$ cat src/rtl/sid_waveform_tdm.sv
`default_nettype none
// +--------------------------------------------------------------------------+
// | sid_waveform_tdm                                                         |
// | Time-multiplexed N-voice SID oscillator / waveform core (shared datapath)|
// | Revision 1.0                                                             |
// +--------------------------------------------------------------------------+
module sid_waveform_tdm #(
   parameter int VOICES    = 3,
   parameter int ACC_W     = 24,
   parameter int FREQ_W    = 16,
   parameter int PW_W      = 12,
   parameter int OUT_W     = 12,
   parameter int LFSR_W    = 23,
   parameter int NOISE_TTL = 33
) (
   input  logic                                          clk,
   input  logic                                          res,
   input  logic                                          tick_ms,
   input  logic                                          step,
   input  logic [VOICES*FREQ_W-1:0]                      freq,
   input  logic [VOICES*PW_W-1:0]                        pw,
   input  logic [VOICES*7-1:0]                           ctrl,
   output logic                                          busy,
   output logic                                          step_miss,
   output logic                                          out_valid,
   output logic [((VOICES > 1) ? $clog2(VOICES) : 1)-1:0] out_voice,
   output logic [3:0]                                    out_sel,
   output logic [OUT_W-1:0]                              out_saw_tri,
   output logic                                          out_pulse,
   output logic [7:0]                                    out_noise
);

   localparam int c_VW    = (VOICES > 1) ? $clog2(VOICES) : 1;
   localparam int c_AGE_W = $clog2(NOISE_TTL + 1);
   localparam logic [c_VW-1:0]    c_LAST     = c_VW'(VOICES - 1);
   localparam logic [c_AGE_W-1:0] c_TTL      = c_AGE_W'(NOISE_TTL);
   localparam logic [ACC_W-1:0]   c_OSC_INIT = ACC_W'({((ACC_W + 1) / 2){2'b01}});
   localparam logic [LFSR_W-1:0]  c_TAP_MASK = LFSR_W'(23'h144A25);

   localparam logic [1:0] c_ST_IDLE  = 2'd0;
   localparam logic [1:0] c_ST_ACC   = 2'd1;
   localparam logic [1:0] c_ST_APPLY = 2'd2;

   function automatic logic [7:0] f_taps(input logic [LFSR_W-1:0] l);
      return {l[20], l[18], l[14], l[11], l[9], l[5], l[2], l[0]};
   endfunction

   logic [1:0]         r_state, w_state_nxt;
   logic [c_VW-1:0]    r_idx;
   logic               r_tick_pend;
   logic [ACC_W-1:0]   r_osc  [VOICES];
   logic [ACC_W-1:0]   r_sum  [VOICES];
   logic [LFSR_W-1:0]  r_lfsr [VOICES];
   logic [c_AGE_W-1:0] r_age  [VOICES];
   logic [VOICES-1:0]  r_msb_new, r_rise, r_pulse_q, r_n_rise, r_test_prev;

   logic w_acc_slot, w_apply_slot, w_last_apply, w_idx_last;

   // per-slot operand selection
   int               w_vi;
   logic [c_VW-1:0]  w_src;
   logic [FREQ_W-1:0] w_freq_v;
   logic [PW_W-1:0]  w_pw_v;
   logic [6:0]       w_ctrl_v;
   logic [ACC_W-1:0] w_osc_v, w_sum;
   logic             w_test;

   assign w_vi     = int'(r_idx);
   assign w_src    = (r_idx == '0) ? c_LAST : r_idx - c_VW'(1);
   assign w_freq_v = freq[w_vi*FREQ_W +: FREQ_W];
   assign w_pw_v   = pw[w_vi*PW_W +: PW_W];
   assign w_ctrl_v = ctrl[w_vi*7 +: 7];
   assign w_test   = w_ctrl_v[0];
   assign w_osc_v  = r_osc[r_idx];
   assign w_sum    = w_osc_v + ACC_W'(w_freq_v);

   // sync/ring and waveform shaping for the APPLY slot
   logic             w_synced, w_msb_eff, w_tri_xor;
   logic [ACC_W-1:0] w_osc_fin;
   logic [OUT_W-1:0] w_saw_tri;

   assign w_synced  = w_test | (w_ctrl_v[1] & r_rise[w_src]);
   assign w_osc_fin = w_synced ? '0 : r_sum[r_idx];
   assign w_msb_eff = r_msb_new[r_idx] & ~w_synced;
   assign w_tri_xor = ~w_ctrl_v[4] & ((w_ctrl_v[2] & ~r_msb_new[w_src]) ^ w_msb_eff);
   assign w_saw_tri = {w_osc_fin[ACC_W-1],
                       w_osc_fin[ACC_W-2 -: OUT_W-1] ^ {(OUT_W-1){w_tri_xor}}};

   logic [LFSR_W-1:0]  w_lfsr_old, w_lfsr_nxt;
   logic [c_AGE_W-1:0] w_age_inc, w_age_nxt;
   logic               w_test_fell, w_refill;

   assign w_lfsr_old  = r_lfsr[r_idx];
   assign w_test_fell = r_test_prev[r_idx] & ~w_test;
   assign w_age_inc   = (r_age[r_idx] == c_TTL) ? r_age[r_idx]
                                                : r_age[r_idx] + c_AGE_W'(r_tick_pend);
   assign w_refill    = w_test & (w_age_inc == c_TTL);

   // refill wins; otherwise shift on bit-19 rise or test release, else combined-waveform clears taps
   always_comb begin
      w_lfsr_nxt = w_lfsr_old;
      w_age_nxt  = w_test ? w_age_inc : '0;
      if (w_refill) begin
         w_lfsr_nxt = '1;
      end else if (w_test_fell || r_n_rise[r_idx]) begin
         w_lfsr_nxt = {w_lfsr_old[LFSR_W-2:0],
                       (w_test_fell | w_lfsr_old[LFSR_W-1]) ^ w_lfsr_old[LFSR_W-6]};
      end else if (w_ctrl_v[6] && (w_ctrl_v[5] || w_ctrl_v[4] || w_ctrl_v[3])) begin
         w_lfsr_nxt = w_lfsr_old & ~c_TAP_MASK;
      end
   end

   always_ff @(posedge clk or posedge res) begin
      if (res) r_state <= c_ST_IDLE;
      else     r_state <= w_state_nxt;
   end

   always_comb begin
      w_state_nxt = r_state;
      case (r_state)
         c_ST_IDLE:  if (step)       w_state_nxt = c_ST_ACC;
         c_ST_ACC:   if (w_idx_last) w_state_nxt = c_ST_APPLY;
         c_ST_APPLY: if (w_idx_last) w_state_nxt = c_ST_IDLE;
         default:                    w_state_nxt = c_ST_IDLE;
      endcase
   end

   always_comb begin
      w_idx_last   = (r_idx == c_LAST);
      busy         = (r_state != c_ST_IDLE);
      w_acc_slot   = (r_state == c_ST_ACC);
      w_apply_slot = (r_state == c_ST_APPLY);
      w_last_apply = w_apply_slot & w_idx_last;
   end

   always_ff @(posedge clk or posedge res) begin
      if (res) begin
         for (int v = 0; v < VOICES; v++) begin
            r_osc[v]  <= c_OSC_INIT;
            r_sum[v]  <= '0;
            r_lfsr[v] <= '1;
            r_age[v]  <= '0;
         end
         r_msb_new   <= '0;
         r_rise      <= '0;
         r_pulse_q   <= '0;
         r_n_rise    <= '0;
         r_test_prev <= '0;
         r_idx       <= '0;
         r_tick_pend <= 1'b0;
         step_miss   <= 1'b0;
         out_valid   <= 1'b0;
         out_voice   <= '0;
         out_sel     <= '0;
         out_saw_tri <= '0;
         out_pulse   <= 1'b0;
         out_noise   <= '0;
      end else begin
         r_tick_pend <= tick_ms | (r_tick_pend & ~w_last_apply);
         step_miss   <= step & busy;
         out_valid   <= w_apply_slot;
         if (!busy || w_idx_last) r_idx <= '0;
         else                     r_idx <= r_idx + c_VW'(1);
         if (w_acc_slot) begin
            r_sum[r_idx]     <= w_sum;
            r_msb_new[r_idx] <= w_sum[ACC_W-1];
            r_rise[r_idx]    <= ~w_osc_v[ACC_W-1] & w_sum[ACC_W-1] & ~w_test;
            r_pulse_q[r_idx] <= (w_osc_v[ACC_W-1 -: PW_W] >= w_pw_v) | w_test;
            r_n_rise[r_idx]  <= ~w_osc_v[ACC_W-5] & w_sum[ACC_W-5];
         end
         if (w_apply_slot) begin
            r_osc[r_idx]       <= w_osc_fin;
            r_lfsr[r_idx]      <= w_lfsr_nxt;
            r_age[r_idx]       <= w_age_nxt;
            r_test_prev[r_idx] <= w_test;
            out_voice          <= r_idx;
            out_sel            <= w_ctrl_v[6:3];
            out_saw_tri        <= w_saw_tri;
            out_pulse          <= r_pulse_q[r_idx];
            out_noise          <= f_taps(w_lfsr_nxt);
         end
      end
   end

endmodule
`default_nettype wire

$ cat config.mk
export PLATFORM = sky130hd
export DESIGN_NAME = sid_waveform_tdm
export DESIGN_NICKNAME = d
export VERILOG_FILES = /design/src/rtl/sid_waveform_tdm.sv
export SDC_FILE = /design/constraint.sdc
export NUM_CORES = 1
export LEC_CHECK = 0
export ABC_CLOCK_PERIOD_IN_PS = 19300
export CORE_MARGIN = 3
export CORE_UTILIZATION = 60
export DETAILED_ROUTE_END_ITERATION = 12
export PLACE_DENSITY = 0.83
export SYNTH_ARGS = -nofsm -noshare
export SYNTH_HDL_FRONTEND = slang
export SYNTH_SLANG_ARGS = --single-unit
$ cat constraint.sdc
create_clock -name clk -period 19.3 [get_ports clk]
set_clock_uncertainty 0.1 [all_clocks]
set_input_delay 5.79 -clock clk [delete_from_list [all_inputs] [get_ports clk]]
set_output_delay 5.79 -clock clk [all_outputs]
set_load 0.1 [all_outputs]
==> Word level (Yosys, flattened, before mapping) <==
Index checks and enable logic that the tools add are counted.
Widths: inputs -> output; s select.
{ "word_totals": {"in_bits": 109, "reg_bits": 280, "out_inout_bits": 30, "word_cells": 142} }
{ "op_classes": {"magnitude_cmp": 6, "n_shift": 3, "bitwise_logic": 27, "n_reduce_logical": 12, "eq_ne": 8, "mux": 53, "addsub": 4, "multipliers": 2} }
{ "op_table": {"columns": ["operator", "count"], "rows": [
  ["$bwmux 72", 2],
  ["$mux 24", 6],
  ["$mux 23", 5],
  ["$bmux 24 s2", 2],
  ["$bwmux 69", 1],
  ["$demux 24 s2", 1],
  ["$shiftx 48x7->16", 1],
  ["$bmux 23 s2", 1],
  ["$demux 23 s2", 1],
  ["$shiftx 36x7->12", 1],
  ["$mux 6", 5],
  ["$add 24x16->24", 1],
  ["$mux 21", 1],
  ["$shiftx 21x6->7", 1],
  ["$bwmux 18", 1],
  ["$bwmux 3", 5],
  ["$and 1x1->1", 12],
  ["$bmux 1 s2", 6],
  ["$bmux 6 s2", 1],
  ["$demux 6 s2", 1],
  ["$eq 6x6->1 const B", 2],
  ["$ge 12x12->1", 1],
  ["$xor 11x11->11", 1],
  ["$mux 2", 5],
  ["26 further kinds", 51]
]} }

==> Logic depth before layout (Yosys ltp) <==
Gate-level depths: netlist of the first run.
{ "depth": {"depth_word": 11, "ltp_mapped": 22, "mapped_depth_nobuf": 14} }

==> Worst setup path before layout of the first run <==
No wires, ideal clock.
{ "synth_timing": {"path_type": "input to register", "start": "in freq[32]", "end": "reg r_sum[46] (netlist name)", "required_time_ns": 19.065, "setup_slack_ns": 11.307, "setup_time_ns": 0.135, "path_buffers": 0, "path_stages": 11, "t_arrival_ns": 7.757, "path_cell_list": "mux2i_1 > o21ai_0 > ha_1 > fa_1 > a21oi_1 > o211ai_1 > a21oi_1 > a211oi_1 > o211ai_1 > xnor2_1 > o21ai_0"} }
{ "synth_between": {"elab_chain_cells": 3} }
{ "synth_lines": {"columns": ["element", "line_no", "rtl"], "rows": [
  ["start: declaration", "20", "input logic [VOICES*FREQ_W-1:0] freq,"],
  ["$shiftx 48x7->16", "70", "assign w_freq_v = freq[w_vi*FREQ_W +: FREQ_W];"],
  ["$add 24x16->24", "75", "assign w_sum = w_osc_v + ACC_W'(w_freq_v);"],
  ["$bwmux 72", "165", "r_sum[r_idx] <= w_sum;"],
  ["end signal: indexed assignment", "165", null],
  ["end: declaration", "52", "logic [ACC_W-1:0] r_sum [VOICES];"]
]} }
Every way passes these cells.
A chain may end at the register's enable or synchronous reset.

==> Worst setup path after layout of the first run <==
{ "layout_timing": {"start": "in freq[12]", "end": "reg r_rise[0]"} }
{ "layout_between": {"elab_chain_cells": 5} }
{ "layout_lines": {"columns": ["element", "line_no", "rtl"], "rows": [
  ["$shiftx 48x7->16", "70", null],
  ["$add 24x16->24", "75", null],
  ["$and 1x1->1 (2 in series)", "167", "r_rise[r_idx] <= ~w_osc_v[ACC_W-1] & w_sum[ACC_W-1] & ~w_test;"],
  ["$bwmux 3", "167", null],
  ["end signal: indexed assignment", "167", null],
  ["end: declaration", "55", "logic [VOICES-1:0] r_msb_new, r_rise, r_pulse_q, r_n_rise, r_test_prev;"]
]} }
Every way passes these cells.

==> impl_metrics.ini, run 1 <==
[status]
outcome = completed

[clock_tree]
post_cts.resized_instances = 0
postCtsSetupBuffers = 0
cts_buffers = 28
postCtsHoldBufs = 0
htreeDepth = 1
cts_buffer_depth = 3
clkLatencyLatePin_ns = 0.54
clk_pin_slew_worst_paths_ns = 0.06
clkSinkCount = 277
tritoncts = built
root_buffer = sky130_fd_sc_hd__clkbuf_16

[logic_synthesis]
syn_inst = 1550
avgSynthCellArea_um2 = 9.28
netlist_area_um2 = 14400
syn_nets = 1695
postSynth.asyncResetShare_pct = 100
number_of_library_cell_types_mapped_by_synthesis = 60
post_synthesis_sequential_element_count = 277
post_synth_edffs = 0
ys_dominant_reg_cell = sky130_fd_sc_hd__dfrtp_1
yosysSeqAreaShare_pct = 49.1
number_of_warnings_reported_in_the_yosys_synthesis_log = 0

[critical_path]
worstPathMaxFanout = 6
cp_cell_sequence = clkdlybuf4s50_1 > mux2i_1 > o21ai_0 > ha_1 > nand3_1 > nor2_1 > o211ai_1 > a41oi_1 > nor2_1 > nor3_1 > ha_1 > nand2_1 > o21ai_0
regToRegStartpoint = r_idx[1]
cpLargestDelayFamily = compound AO/OA/AOI/OAI gates
startpoint = freq[12]
endpoint_arrival_time_on_the_critical_path_ns = 8.86
end_kind = flop
crit_type = in2reg
crit_path_start_kind = input port
slowest_stage_delay_on_critical_path_ns = 0.48
critical_path_buf_inv_count = 1
slowest_stage = sky130_fd_sc_hd__a41oi_1
timing.critical_path.required_ns = 19.65

[global_route]
first_global_vias = 11800
grt_use_total_pct = 27.5
grt_max_degree = 121
antenna_found_initial = 0
grt.overflow.total = 0
grt_first_pass_wirelength_um = 59200

[place]
hpwlAfterDp_um = 22100
placed_cell_area_um2 = 15800
placedCellCount = 1922
gp_congestion = 0.822
portBuffers = 138
preCtsSetupSlack_ns = 10.34

[sta]
slew_violations = 0
timing.hold.ws_ns = 0.378
clock.fmax_mhz = 117
setup_total_negative_slack_ns = 0
rsz0062_at_grt = no
period_minus_ws_final_ns = 8.51
worst_pin_slew_ns = 1.16
max_slew_headroom_pct = 22.1
finalSetupViolCount = 0
final.setup.worst_slack_ns = 10.79
final_cycle_share_pct = 44.1
final_hold_viol_count = 0

[finish]
multi_input_area_um2 = 6770
nets = 1778
seqCellArea_um2 = 7070
inserted_diodes = 0
syn2layout_area_growth_pct = 16.9
final_area_um2 = 16800
filler_cell_count = 1714
post-route-util_pct = 71.4
finish.cell_count_without_fillers = 1974
layout-drive-gt1-share_pct = 13.8

[detailed_routing]
drt-initial-drc-count = 892
wl_per_cell_um = 18.1
routed_via_count = 11600
drc = 0
drt-pass1-iter-count = 5
vias_per_cell = 5.85
routed_wl_um = 35700
final_antenna_net_count = 0

[floorplanning]
dieHeight_um = 161
core-area_um2 = 23500
io_pins = 139
initial_core_util_pct = 61.1
rows = 56
die_width_um = 161
floorplan.die_area_um2 = 25900

[power]
total_power_mw = 3.57
vdd_ir_drop_max_mv = 0.160
leakagePower_nw = 7.23
power-per-cell-area_nw_per_um2 = 212

[hold_path]
hold_path.startpoint = r_age[8]
worstHoldPathType = reg2reg

[job]
reported_max_cap_violation_count = 0
report_power, final:
part	total (mW)	internal, mW	switching (mW)
clock	0.570	0.345	0.225
combinational	1.93	0.665	1.26
sequential	1.07	0.903	0.171
worst paths after layout:
check                             to  slack (ns)  cells past startpoint
min in group asynchronous  r_age[14]        5.70                      2
max in group asynchronous  r_sum[51]       11.76                      3
max reg2reg                r_rise[0]       13.73                     16
min reg2reg                 r_age[8]        0.38                      2
min                         r_age[8]        0.38                      2
max                        r_rise[0]       10.79                     13
layer usage:
metal	wire (um)	vias to the layer above	track usage [%]
met5	0	-	0
met4	762	0	8.02
met3	1980	67	3.40
met2	17800	331	47.9
met1	15100	5669	36.4
li1	-	5484	-
cell usage in the layout (no fill, tap or decap), types with 7 or more instances in the layout:
master | synthesis | final
sky130_fd_sc_hd__o2bb2ai_1 | 8 | 8
sky130_fd_sc_hd__clkbuf_16 | 0 | 30
sky130_fd_sc_hd__nor2_1 | 118 | 118
sky130_fd_sc_hd__o21ai_0 | 282 | 282
sky130_fd_sc_hd__xnor2_1 | 23 | 23
sky130_fd_sc_hd__a21oi_2 | 29 | 29
sky130_fd_sc_hd__mux2_2 | 15 | 15
sky130_fd_sc_hd__buf_4 | 7 | 18
sky130_fd_sc_hd__xor2_1 | 12 | 12
sky130_fd_sc_hd__ha_1 | 35 | 35
sky130_fd_sc_hd__a21o_1 | 9 | 9
sky130_fd_sc_hd__dfrtp_1 | 172 | 170
sky130_fd_sc_hd__inv_1 | 14 | 13
sky130_fd_sc_hd__o21a_1 | 10 | 10
sky130_fd_sc_hd__dfstp_2 | 105 | 105
sky130_fd_sc_hd__clkinv_2 | 0 | 7
sky130_fd_sc_hd__mux2i_1 | 126 | 126
sky130_fd_sc_hd__and2_1 | 8 | 8
sky130_fd_sc_hd__nand2_1 | 320 | 318
sky130_fd_sc_hd__clkdlybuf4s50_1 | 0 | 138
sky130_fd_sc_hd__a21oi_1 | 88 | 88
cell usage after synthesis, types with 2 or more instances:
cell type | count | area (um^2)
sky130_fd_sc_hd__and3_1 | 2 | 12.5
sky130_fd_sc_hd__buf_1 | 6 | 22.5
sky130_fd_sc_hd__xor2_1 | 12 | 105
sky130_fd_sc_hd__o31ai_1 | 4 | 30.0
sky130_fd_sc_hd__nor3_1 | 6 | 30.0
sky130_fd_sc_hd__a211oi_1 | 2 | 15.0
sky130_fd_sc_hd__and2_1 | 8 | 50.1
sky130_fd_sc_hd__a21oi_2 | 29 | 254
sky130_fd_sc_hd__nand2_1 | 320 | 1200
sky130_fd_sc_hd__a21o_1 | 9 | 67.6
sky130_fd_sc_hd__inv_1 | 14 | 52.6
sky130_fd_sc_hd__a21oi_1 | 88 | 440
sky130_fd_sc_hd__nand2b_1 | 3 | 18.8
sky130_fd_sc_hd__o21bai_1 | 4 | 30.0
sky130_fd_sc_hd__a2111oi_0 | 2 | 17.5
sky130_fd_sc_hd__o2bb2ai_1 | 8 | 70.1
sky130_fd_sc_hd__nor3b_1 | 3 | 22.5
sky130_fd_sc_hd__nand3_1 | 2 | 10.0
sky130_fd_sc_hd__a22oi_1 | 2 | 15.0
sky130_fd_sc_hd__nor2_1 | 118 | 443
sky130_fd_sc_hd__o21ai_1 | 5 | 25.0
sky130_fd_sc_hd__buf_2 | 17 | 85.1
sky130_fd_sc_hd__buf_6 | 10 | 113
sky130_fd_sc_hd__mux2i_1 | 126 | 1260
sky130_fd_sc_hd__o21a_1 | 10 | 75.1
sky130_fd_sc_hd__dfstp_2 | 105 | 2760
sky130_fd_sc_hd__a31oi_1 | 2 | 12.5
sky130_fd_sc_hd__clkbuf_1 | 63 | 236
sky130_fd_sc_hd__buf_4 | 7 | 52.6
sky130_fd_sc_hd__mux2_2 | 15 | 169
sky130_fd_sc_hd__nand4_1 | 3 | 18.8
sky130_fd_sc_hd__dfrtp_1 | 172 | 4300
sky130_fd_sc_hd__ha_1 | 35 | 438
sky130_fd_sc_hd__xnor2_1 | 23 | 201
sky130_fd_sc_hd__o21ai_0 | 282 | 1410
sky130_fd_sc_hd__nor2b_1 | 5 | 31.3
sky130_fd_sc_hd__o211ai_1 | 5 | 37.5
cells by family (layout without fill, tap and decap cells):
group           Yosys count  count (layout)  synth area share, %
buf+inv                 118             223                 3.93
xor+xnor                 35              35                 2.13
flops                   277             277                 49.1
compound gates          464             464                 18.3
fa+ha+maj                36              36                 3.19
simple gates            478             478                 13.3
mux                     142             142                 10.0
flip-flops by register name, indices dropped and copies added (netlist names), 4 cells and up:
signal and count:
out_noise 8, out_saw_tri 12, out_sel 4, r_age 18, r_lfsr 69, r_osc 72
r_sum 70
final cells by class:
type	instances	share of cell area, %
flip-flops and latches	277	42.1
well taps	319	2.37
clock inverters	11	0.797
repair buffers	156	9.02
inverters	15	0.380
clock buffers	41	5.07
multi-input cells	1155	40.3
worst reg2reg max path, delay by kind of cell (launching register included):
family,cells,cell delay [ns]
buf+inv,3,1.62
compound gates,4,1.18
flops,1,0.85
simple gates,6,0.83
fa+ha+maj,2,0.60
mux,1,0.29
Note: power is estimated with default switching activity, not from simulation.
==> run 2, diff against run 1 <==
Settings changed: ABC_CLOCK_PERIOD_IN_PS 19300 to 8600, CORE_UTILIZATION 60 to 58, PLACE_DENSITY 0.83 to 0.81.
Clock period 19.3 ns to 8.6 ns, I/O delays scaled along.
==> impl_metrics.ini, run 2 (synthesized netlist as in run 1, its figures left out) <==
[status]
outcome = completed

[finish]
inserted_diodes = 0
largest_register_ffs = 72
final_cell_mix = 319 x sky130_fd_sc_hd__nand2_1, 282 x sky130_fd_sc_hd__o21ai_0, 170 x sky130_fd_sc_hd__dfrtp_1, 138 x sky130_fd_sc_hd__clkdlybuf4s50_1, 126 x sky130_fd_sc_hd__mux2i_1
layout.cells.most_common = sky130_fd_sc_hd__nand2_1
nets = 1780
reg.largest.list = r_osc x72, r_sum x70, r_lfsr x69
layout-drive-gt1-share_pct = 13.9
largest_register = r_osc
finish.cell_count_without_fillers = 1976
syn2layout_area_growth_pct = 17.2

[hold_path]
worstHoldPathType = reg2reg
hold_path.startpoint = r_pulse_q[0]

[clock_tree]
postCtsSetupBuffers = 0
clkLatencyLatePin_ns = 0.54
cts_buffer_depth = 3
root_buffer = sky130_fd_sc_hd__clkbuf_16
htreeDepth = 1
clk_pin_slew_worst_paths_ns = 0.07
post_cts.resized_instances = 0
cts_buffers = 28
postCtsHoldBufs = 0
tritoncts = built
clkSinkCount = 277

[sta]
finalSetupViolCount = 0
final.setup.worst_slack_ns = 3.25
clock.fmax_mhz = 187
max_slew_headroom_pct = 18.5
timing.hold.ws_ns = 0.376
setup_total_negative_slack_ns = 0
period_minus_ws_final_ns = 5.35
rsz0062_at_grt = no
worst_pin_slew_ns = 1.22
final_hold_viol_count = 0
final_cycle_share_pct = 62.2
slew_violations = 0

[critical_path]
cp_cell_sequence = clkdlybuf4s50_1 > mux2i_1 > o21ai_0 > ha_1 > a21oi_1 > nor3b_1 > o211ai_1 > a41oi_1 > nor2_1 > nor3_1 > ha_1 > o21ai_0
critical_path_buf_inv_count = 1
startpoint = freq[33]
worstPathMaxFanout = 3
slowest_stage_delay_on_critical_path_ns = 0.45
end_kind = flop
endpoint_arrival_time_on_the_critical_path_ns = 5.69
cpLargestDelayFamily = compound AO/OA/AOI/OAI gates
timing.critical_path.required_ns = 8.94
regToRegStartpoint = r_idx[1]
slowest_stage = sky130_fd_sc_hd__clkdlybuf4s50_1
crit_type = in2reg
crit_path_start_kind = input port
ff2ff_setup_slack_ns = 3.81

[detailed_routing]
drc = 0
wl_per_cell_um = 17.7
routed_via_count = 11500
drt-initial-drc-count = 723
vias_per_cell = 5.83
drt-pass1-iter-count = 6
final_antenna_net_count = 0
routed_wl_um = 35000

[power]
power-per-cell-area_nw_per_um2 = 473
total_power_mw = 7.97
vdd_ir_drop_max_mv = 0.320
leakagePower_nw = 7.24

[place]
portBuffers = 138
hpwlAfterDp_um = 22100
preCtsSetupSlack_ns = 2.78
gp_congestion = 0.842
placedCellCount = 1924

[global_route]
first_global_vias = 11900
grt_max_degree = 166
grt_use_total_pct = 26.5
antenna_found_initial = 0
grt.overflow.total = 0
grt_first_pass_wirelength_um = 58200

[floorplanning]
core-area_um2 = 23900
floorplan.die_area_um2 = 26700
rows = 56
die_width_um = 163
initial_core_util_pct = 60.2
dieHeight_um = 163
io_pins = 139

[job]
reported_max_cap_violation_count = 0
[run 2: final timing paths]
check                                    end  cells after the start
worst max-delay path            r_msb_new[0]                     12
max in group asynchronous          r_sum[63]                      3
min in group asynchronous          r_age[13]                      2
worst min register to register  r_pulse_q[0]                      2
worst min-delay path            r_pulse_q[0]                      2
worst max register to register  r_msb_new[0]                     12
[run 2: cell type report]
cell class	count	area (um^2)
Multi-Input combinational cell	1155	6770
Clock buffer	41	872
Sequential cell	277	7070
Fill cell	1807	7050
Clock inverter	11	131
Tap cell	319	399
Inverter	15	60.1
Timing Repair Buffer	158	1540
[run 2: worst reg2reg max path, stage by stage, from the launching register on]
cell and delay, ns:
sky130_fd_sc_hd__dfrtp_4 0.96, sky130_fd_sc_hd__buf_4 0.76, sky130_fd_sc_hd__mux2i_1 0.30, sky130_fd_sc_hd__o21ai_0 0.20
sky130_fd_sc_hd__ha_1 0.37, sky130_fd_sc_hd__a21oi_1 0.09, sky130_fd_sc_hd__nor3b_1 0.36, sky130_fd_sc_hd__o211ai_1 0.23
sky130_fd_sc_hd__a41oi_1 0.42, sky130_fd_sc_hd__nor2_1 0.12, sky130_fd_sc_hd__nor3_1 0.27, sky130_fd_sc_hd__ha_1 0.31
sky130_fd_sc_hd__o21ai_0 0.24
[run 2: stage by stage]
step	utilization, %	area (um^2)
6_report	70.5	16800
3_3_place_gp	66.3	15800
3_5_place_dp	66.3	15800
4_1_cts	70.5	16800
2_1_floorplan	-	14400
5_1_grt	70.5	16800
[run 2: routing by layer]
metal | GRT usage (%) | wire, um | part of all wire, % | vias up
met3 | 3.60 | 1920 | 5.5 | 53
met5 | 0 | 0 | 0 | -
met1 | 34.7 | 15100 | 43 | 5652
li1 | - | - | - | 5489
met4 | 6.96 | 683 | 1.9 | 0
met2 | 46.6 | 17300 | 49 | 324
[run 2: power by group]
part           switching (mW)  total [mW]  internal (mW)
clock                   0.498        1.29          0.790
sequential              0.370        2.39           2.03
combinational            2.79        4.28           1.49
total                    3.66        7.97           4.31
==> run 3, diff against run 2 <==
Settings changed: ABC_CLOCK_PERIOD_IN_PS 8600 to 5500.
Clock period 8.6 ns to 5.5 ns, I/O delays scaled along.
==> impl_metrics.ini, run 3 (synthesized netlist as in run 1, its figures left out) <==
[critical_path]
timing.critical_path.required_ns = 5.83
crit_path_start_kind = input port
crit_type = in2reg
endpoint_arrival_time_on_the_critical_path_ns = 4.69
worstPathMaxFanout = 3
end_kind = flop

[global_route]
grt_use_total_pct = 26.3
first_global_vias = 11800
grt.overflow.total = 0
grt_max_degree = 130
grt_first_pass_wirelength_um = 57700
antenna_found_initial = 0

[floorplanning]
rows = 56
dieHeight_um = 163
floorplan.die_area_um2 = 26700
io_pins = 139
die_width_um = 163
initial_core_util_pct = 60.2
core-area_um2 = 23900

[sta]
worst_pin_slew_ns = 1.17
final.setup.worst_slack_ns = 1.14
clock.fmax_mhz = 230
setup_total_negative_slack_ns = 0
period_minus_ws_final_ns = 4.36
max_slew_headroom_pct = 21.8
final_cycle_share_pct = 79.2
rsz0062_at_grt = no
slew_violations = 0
finalSetupViolCount = 0
final_hold_viol_count = 0

[finish]
final_cell_mix = 319 x sky130_fd_sc_hd__nand2_1, 282 x sky130_fd_sc_hd__o21ai_0, 170 x sky130_fd_sc_hd__dfrtp_1, 138 x sky130_fd_sc_hd__clkdlybuf4s50_1, 126 x sky130_fd_sc_hd__mux2i_1
filler_cell_count = 1757
syn2layout_area_growth_pct = 17.3
multi_input_area_um2 = 6770
seqCellArea_um2 = 7070
nets = 1786
reg.largest.list = r_osc x72, r_sum x70, r_lfsr x69
inserted_diodes = 0
largest_register = r_osc
largest_register_ffs = 72
layout.cells.most_common = sky130_fd_sc_hd__nand2_1
layout-drive-gt1-share_pct = 13.8

[power]
vdd_ir_drop_max_mv = 0.451
p_seq_share_pct = 29.8
internal_power_mw = 6.66
power.net_switching_mw = 5.76
combinational_fraction_of_design_power_pct = 55.0
power.clock.fraction_pct = 15.3
leakagePower_nw = 7.25
swShare_pct = 46.4
power-per-cell-area_nw_per_um2 = 737

[clock_tree]
post_cts.resized_instances = 0
postCtsHoldBufs = 0
clk_pin_slew_worst_paths_ns = 0.06
cts_buffers = 29
clkLatencyLatePin_ns = 0.54
htreeDepth = 1
tritoncts = built
cts_buffer_depth = 3
root_buffer = sky130_fd_sc_hd__clkbuf_16
postCtsSetupBuffers = 0
clkSinkCount = 277

[detailed_routing]
drt-pass1-iter-count = 6
drc = 0
wl_per_cell_um = 17.7
drt-initial-drc-count = 879
routed_wl_um = 35100
vias_per_cell = 5.77
routed_via_count = 11400
final_antenna_net_count = 0

[status]
outcome = completed

[place]
gp_congestion = 0.827
preCtsSetupSlack_ns = 0.627
hpwlAfterDp_um = 22600
portBuffers = 138

[job]
reported_max_cap_violation_count = 0

[hold_path]
worstHoldPathType = reg2reg
[run 3: changes by cell type in the layout (fill, tap and decap cells not counted), moves of 2 or more]
cell	delta
sky130_fd_sc_hd__bufinv_16	-2
sky130_fd_sc_hd__clkbuf_1	+9
sky130_fd_sc_hd__clkinv_2	-3
sky130_fd_sc_hd__buf_12	+4
[run 3: routing by layer]
metal	routed length [um]	global-route usage, %	part of all wire, %	vias up
li1	-	-	-	5512
met2	17400	46.3	50	336
met3	2130	3.98	6.1	57
met5	0	0	0	-
met1	14800	33.5	42	5532
met4	765	8.07	2.2	0
[run 3: power groups by stage]
stage	clock network, mW	registers (mW)	logic (mW)
after global placement	0	3.65	6.55
after detailed placement	0	3.71	6.74
after floorplan	0	4.20	4.56
final	1.90	3.70	6.83
after CTS	1.93	3.69	6.81
after global routing	2.02	3.80	7.57
[run 3: layout make-up]
class | count | share of cell area (%)
clock buffers | 49 | 5.22
clock inverters | 5 | 0.319
inverters | 15 | 0.356
multi-input cells | 1155 | 40.1
flip-flops and latches | 277 | 41.9
well taps | 319 | 2.37
repair buffers | 163 | 9.67
[run 3: per-stage QoR]
step / power (mW) / area, um^2 / util (%) / hold WS (ns) / instances
after floorplan: 8.77 / 14400 / - / 0.343 / 1550
after global placement: 10.2 / 15900 / 66.7 / 0.357 / 1929
after detailed placement: 10.5 / 15900 / 66.7 / 0.370 / 1929
after CTS: 12.4 / 16900 / 70.6 / 0.379 / 1983
after global routing: 13.4 / 16900 / 70.6 / 0.389 / 1983
final: 12.4 / 16900 / 70.6 / 0.375 / 1983
[run 3: critical path, stage by stage]
cell                              delay, ns
sky130_fd_sc_hd__clkdlybuf4s50_1       0.45
sky130_fd_sc_hd__mux2i_1               0.06
sky130_fd_sc_hd__o21ai_0               0.36
sky130_fd_sc_hd__ha_1                  0.21
sky130_fd_sc_hd__a21oi_1               0.09
sky130_fd_sc_hd__nor3b_1               0.35
sky130_fd_sc_hd__o211ai_1              0.16
sky130_fd_sc_hd__a41oi_1               0.51
sky130_fd_sc_hd__nor2_1                0.11
sky130_fd_sc_hd__nor3_1                0.26
sky130_fd_sc_hd__ha_1                  0.30
sky130_fd_sc_hd__o21ai_0               0.18
[run 3: path summary, 6_finish.rpt]
kind	end	cells past startpoint	slack [ns]	startpoint
max in group asynchronous	r_osc[37]	3	2.68	res
worst max-delay path	r_sum[43]	12	1.14	freq[1]
worst min-delay path	r_osc[24]	2	0.38	r_osc[24]
worst min register to register	r_osc[24]	2	0.38	r_osc[24]
min in group asynchronous	r_age[2]	2	1.50	res
worst max register to register	r_sum[43]	13	1.25	r_idx[0]
